`config.mk`:
```
export PLATFORM = sky130hd
export DESIGN_NAME = memory_access_stage
export DESIGN_NICKNAME = d
export VERILOG_FILES = /design/src/rtl/memory_access_stage.sv
export SDC_FILE = /design/constraint.sdc
export NUM_CORES = 1
export LEC_CHECK = 0
export CAP_MARGIN = 10
export CORE_AREA = 2 2 208 210
export CTS_BUF_LIST = sky130_fd_sc_hd__clkbuf_16
export DETAILED_ROUTE_END_ITERATION = 6
export DIE_AREA = 0 0 210 212
export DONT_BUFFER_PORTS = 1
export PLACE_DENSITY = 0.35
export SLEW_MARGIN = 10
export SYNTH_ARGS = -nofsm -noshare
export SYNTH_HDL_FRONTEND = slang
export SYNTH_SLANG_ARGS = --single-unit
```
`constraint.sdc`:
```
create_clock -name clk -period 2.3 [get_ports clk]
set_input_delay 0.46 -clock clk [delete_from_list [all_inputs] [get_ports clk]]
set_output_delay 0.46 -clock clk [all_outputs]
set_load 0.02 [all_outputs]
```
`src/rtl/memory_access_stage.sv`:
```
`timescale 1ns/1ps
`default_nettype none
// ============================================================================
// Module   : memory_access_stage
// Purpose  : LEGv8 MEM-stage controller: variable-latency data-memory access,
//            pipeline stall, branch resolution, misalign/timeout reporting.
// Revision : 1.0  initial release
// ============================================================================
module memory_access_stage #(
    parameter int N       = 64,
    parameter int TIMEOUT = 255
) (
    input  logic         clk,
    input  logic         reset,
    input  logic         valid_M,
    input  logic         Branch_M,
    input  logic         MemRead_M,
    input  logic         MemWrite_M,
    input  logic         zero_M,
    input  logic [N-1:0] aluResult_M,
    input  logic [N-1:0] writeData_M,
    input  logic [N-1:0] PCBranch_M,
    output logic         dm_req,
    output logic         dm_we,
    output logic [N-1:0] dm_addr,
    output logic [N-1:0] dm_wdata,
    input  logic         dm_ready,
    input  logic         dm_rvalid,
    input  logic [N-1:0] dm_rdata,
    output logic [N-1:0] readData_M,
    output logic         PCSrc_M,
    output logic [N-1:0] PCBranch_out,
    output logic         stall_M,
    output logic         done_M,
    output logic [1:0]   err_M
);

    typedef enum logic [1:0] {
        IDLE   = 2'd0,
        REQ    = 2'd1,
        WAIT_R = 2'd2,
        RESP   = 2'd3
    } state_t;

    localparam logic [15:0] c_CNT_LAST = 16'(TIMEOUT - 1);
    localparam logic [1:0]  c_ERR_NONE = 2'b00;
    localparam logic [1:0]  c_ERR_MIS  = 2'b01;
    localparam logic [1:0]  c_ERR_TO   = 2'b10;

    state_t      r_state;
    state_t      w_next;
    logic [15:0] r_cnt;
    logic [N-1:0] r_addr;
    logic [N-1:0] r_wdata;
    logic        r_we;
    logic [N-1:0] r_rdata;
    logic [1:0]  r_err;

    logic        w_mem;
    logic        w_misal;
    logic        w_cnt_last;
    logic        w_req;
    logic        w_stall;
    logic        w_done;
    logic        w_latch;
    logic        w_capture;
    logic        w_set_err;
    logic [1:0]  w_err_nxt;

    assign w_mem      = MemRead_M | MemWrite_M;
    assign w_misal    = |aluResult_M[2:0];
    assign w_cnt_last = (r_cnt == c_CNT_LAST);

    always_comb begin
        w_next    = r_state;
        w_req     = 1'b0;
        w_stall   = 1'b0;
        w_done    = 1'b0;
        w_latch   = 1'b0;
        w_capture = 1'b0;
        w_set_err = 1'b0;
        w_err_nxt = c_ERR_NONE;
        case (r_state)
            IDLE: begin
                if (valid_M) begin
                    if (!w_mem) begin
                        w_done    = 1'b1;
                        w_set_err = 1'b1;
                    end else if (w_misal) begin
                        w_done    = 1'b1;
                        w_set_err = 1'b1;
                        w_err_nxt = c_ERR_MIS;
                    end else begin
                        w_stall = 1'b1;
                        w_latch = 1'b1;
                        w_next  = REQ;
                    end
                end
            end
            REQ: begin
                w_req   = 1'b1;
                w_stall = 1'b1;
                if (dm_ready) begin
                    // A store is finished once accepted; a load still owes data.
                    w_next    = r_we ? RESP : WAIT_R;
                    w_set_err = r_we;
                end else if (w_cnt_last) begin
                    w_next    = RESP;
                    w_set_err = 1'b1;
                    w_err_nxt = c_ERR_TO;
                end
            end
            WAIT_R: begin
                w_stall = 1'b1;
                if (dm_rvalid) begin
                    w_capture = 1'b1;
                    w_set_err = 1'b1;
                    w_next    = RESP;
                end else if (w_cnt_last) begin
                    w_set_err = 1'b1;
                    w_err_nxt = c_ERR_TO;
                    w_next    = RESP;
                end
            end
            RESP: begin
                w_done = 1'b1;
                w_next = IDLE;
            end
            default: w_next = IDLE;
        endcase
    end

    always_ff @(posedge clk) begin
        if (!reset) begin
            r_state <= IDLE;
            r_cnt   <= '0;
            r_addr  <= '0;
            r_wdata <= '0;
            r_we    <= 1'b0;
            r_rdata <= '0;
            r_err   <= c_ERR_NONE;
        end else begin
            r_state <= w_next;
            // Any state change restarts the wait counter for the new state.
            if (w_next != r_state) begin
                r_cnt <= '0;
            end else if (r_state == REQ || r_state == WAIT_R) begin
                r_cnt <= r_cnt + 16'd1;
            end
            if (w_latch) begin
                r_addr  <= aluResult_M;
                r_wdata <= writeData_M;
                r_we    <= MemWrite_M;
            end
            if (w_capture) begin
                r_rdata <= dm_rdata;
            end
            if (w_set_err) begin
                r_err <= w_err_nxt;
            end
        end
    end

    // Handshake outputs are forced low while reset is held, whatever the state.
    assign dm_req       = w_req & reset;
    assign stall_M      = w_stall & reset;
    assign done_M       = w_done & reset;
    assign dm_we        = r_we;
    assign dm_addr      = r_addr;
    assign dm_wdata     = r_wdata;
    assign readData_M   = r_rdata;
    assign err_M        = r_err;
    assign PCSrc_M      = valid_M & Branch_M & zero_M;
    assign PCBranch_out = PCBranch_M;

endmodule
`default_nettype wire

```
==> flow_metrics.env <==
export IMPL_status="finished clean"
export IMPL_skew_ns=0.01567
export IMPL_yosysSeqAreaShare=0.5202
export IMPL_synth_simple_gate_area_frac=0.2201
export IMPL_timing_rr_start="r_state[0]$_SDFF_PN0_"
export IMPL_clockBufferDepth=3
export IMPL_ant_nets=0
export IMPL_slew_violations=0
export IMPL_core_region_area_mm2=0.04251
export IMPL_cts_tree="built"
export IMPL_fin_tns_setup_ns=0
export IMPL_grt_max_degree=111
export IMPL_worst_slack_ns=0.07695
export IMPL_final_hold_violation_count=0
export IMPL_drv_cap=0
export IMPL_avgRoutedWirePerCell_um=17.10
export IMPL_synthMuxAreaShare=0
export IMPL_fmax_mhz=449.8
export IMPL_grtUsageTotal=0.1071
export IMPL_die_h_um=212
export IMPL_hold_buffers=0
export IMPL_crit_fanout=8
export IMPL_critPathKind="reg -> out"
export IMPL_clkLatencyLatePin_ns=0.54
export IMPL_hold_end="readData_M[21]$_SDFFE_PN0P_"
export IMPL_die_x_um=210
export IMPL_htreeDepth=1
export IMPL_ys_warn_count=0
export IMPL_power_density_mw_per_mm2=874.9
export IMPL_slew_limit_headroom=0.5430
export IMPL_diodes=0
export IMPL_p_leak_nw=2.945
export IMPL_cts_made_buffers=26
export IMPL_pwr_share_clk=0.500
export IMPL_yosys_top_cells_area="dfxtp_1 52%, nand2_1 18%, a21oi_1 12%"
export IMPL_gp_congestion=0.6671
export IMPL_startpoint_type="flop"
export IMPL_syn_num_nets=1308
export IMPL_layout_common_cells="386 x nand2_1, 212 x dfxtp_1, 192 x a21oi_1"
export IMPL_grt_antenna_before_repair=0
export IMPL_yosys_area_top_type="dfxtp_1"
export IMPL_worst_r2r_endpoint="r_cnt[5]$_SDFFE_PP0N_"
export IMPL_synth_top_family_by_area="simple AND/OR/NAND/NOR gates"
export IMPL_place_hpwl_um=18000
export IMPL_final_common_cell="nand2_1"
export IMPL_critPathBufInv=3
export IMPL_drc_errors=0
export IMPL_avgSynthCellArea_um2=7.919
export IMPL_fin_crit_sh=0.9665
export IMPL_synth_seq_cells=213
export IMPL_synth_xor_area_frac=0.01603
export IMPL_power_frac_comb=0.027
export IMPL_internal_power_mw=6.230
export IMPL_dp_slack_ns=0.3138
export IMPL_finalSetupViolCount=0
export IMPL_min_path_type="in -> reg"
export IMPL_hold_depth=2
export IMPL_row_count=76
export IMPL_io_buffers=0
export IMPL_syn_inst=1035
export IMPL_tightest_slew_ns=0.6855
export IMPL_synth_ff_type="dfxtp_1"
export IMPL_clock_sinks=213
export IMPL_rr_worst_depth=8
export IMPL_reg2reg_slack_ns=0.41
export IMPL_synth_async_reset_ratio=0
export IMPL_dp_cells=1468
export IMPL_num_vias=6417
export IMPL_slowest_stage="dfxtp_1"
export IMPL_cp_data_arrival_time_ns=1.76
export IMPL_required_ns=1.84
export IMPL_cpPeakStageDelay_ns=0.32
export IMPL_cp_end_kind="output port"
export IMPL_synth_adder_area_share=0.01221
export IMPL_synth_compound_area_share=0.1369
export IMPL_avgViaCountPerCell=4.238
export IMPL_rsz0062_at_grt="true"
export IMPL_grt_first_pass_wirelength_um=37320
export IMPL_die_area_mm2=0.04452
export IMPL_worstPathCellList="inv_2 > ha_4 > buf_6 > o211ai_1 > a211oi_2 > buf_4"
export IMPL_num_fill_cells=4741
export IMPL_area_delta_synth_final_pct=12.47
export IMPL_ioPinCount=528
export IMPL_crit_family="buffers and inverters"
export IMPL_clk_pin_slew_ns=0.06
export IMPL_start_util=0.1928
export IMPL_synth_enable_flop_cells=0
export IMPL_stdcell_count=1514
export IMPL_min_period_ns=2.223
export IMPL_grt_overflow=0
export IMPL_drive_gt1_frac=0.06921
export IMPL_seqPwrFrac=0.473
export IMPL_grt_pass1_vias=6193
export IMPL_finalPower_mw=8.066
export IMPL_vdd_drop_max_uv=485.3
export IMPL_synth_top_area_frac=0.5202
export IMPL_cts_root_buffer="clkbuf_16"
export IMPL_wl_um=25890
export IMPL_nets=1224
export IMPL_yosysUniqueCellTypes=39
export IMPL_min_delay_start="dm_rdata[21]"
export IMPL_synthesis_area_mm2=0.008197
export IMPL_swShare=0.2276
export IMPL_drtPass1Iterations=5
export IMPL_drt_iter0_drc=370
export IMPL_p_sw_mw=1.836
==> repair_timing <==
| action | 4_1_cts | 5_1_grt |
|---|---|---|
| resized for setup | 6 | 2 |
| setup buffers | 0 | 1 |
| setup endpoints to repair | 2 | 2 |
| pin swaps | 1 | 1 |
==> worst max-delay path by stage <==
stage / slack [ns] / end / depth (start not counted) / from
after floorplan: 0.04 / stall_M / 8 / r_state[0]$_SDFF_PN0_
after global routing: -0.03 / done_M / 6 / r_state[1]$_SDFF_PN0_
final: 0.08 / done_M / 6 / r_state[0]$_SDFF_PN0_
after detailed placement: 0.31 / r_cnt[8]$_SDFFE_PP0N_ / 6 / aluResult_M[0]
after CTS: 0.01 / done_M / 6 / r_state[0]$_SDFF_PN0_
after global placement: 0.33 / r_cnt[8]$_SDFFE_PP0N_ / 6 / aluResult_M[0]
==> state kept, by name, summed over array words and instances (netlist names) <==
| name | flops |
|---|---|
| readData_M | 64 |
| dm_addr | 64 |
| r_state | 2 |
| dm_wdata | 64 |
| dm_we | 1 |
| err_M | 2 |
| r_cnt | 16 |
==> cell usage after synthesis (3+ instances only) <==
master / count
xor2_1: 10
nand4_1: 7
inv_1: 4
a31oi_1: 3
dfxtp_1: 213
buf_4: 67
xnor2_1: 5
and3_1: 6
nand2_1: 387
a21oi_1: 192
a211oi_1: 3
clkbuf_1: 51
nand3_1: 6
nor3_1: 13
buf_1: 4
buf_2: 7
ha_1: 8
nor2_1: 22
==> kinds of logic (layout without fill, tap and decap cells) <==
group | after synthesis | in the layout
compound gates | 210 | 210
xor+xnor | 15 | 15
fa+ha+maj | 8 | 8
buf+inv | 135 | 68
flops | 213 | 213
simple gates | 454 | 454
==> metrics by stage <==
stage	utilization	hold WS [ns]	cell area, um^2
3_5_place_dp	0.1966	0.5130	8358
4_1_cts	0.2166	0.005633	9205
2_1_floorplan	-	0.4794	8197
6_report	0.2169	0.04765	9219
3_3_place_gp	0.1966	0.5048	8358
5_1_grt	0.2169	0.01788	9219
==> final cells by class <==
type                       count  area (um^2)  share of cell area
sequential                   213         4265              0.4627
multi-input combinational    687         3191              0.3461
tap                          546        683.2             0.07410
clock buffer                  27        675.6             0.07329
timing repair buffer          18        226.5             0.02457
clock inverter                18        153.9             0.01669
inverter                       5        23.77            0.002579
==> power groups by stage <==
| stage | Combinational (mW) | Clock (mW) | Sequential, mW |
|---|---|---|---|
| floorplan | 0.316 | 0 | 3.89 |
| global placement | 0.216 | 0 | 3.90 |
| detailed placement | 0.217 | 0 | 3.90 |
| CTS | 0.219 | 4.20 | 3.82 |
| global route | 0.243 | 4.36 | 3.82 |
| finish | 0.217 | 4.03 | 3.82 |
==> layer usage <==
| layer | up-vias | routed length [um] | GRT usage |
|---|---|---|---|
| met5 | - | 0 | 0 |
| li1 | 3124 | - | - |
| met1 | 2940 | 9588 | 0.1124 |
| met4 | 0 | 835 | 0.04353 |
| met3 | 52 | 3337 | 0.05702 |
| met2 | 301 | 12130 | 0.1802 |
(Power assumes the default switching activity.)
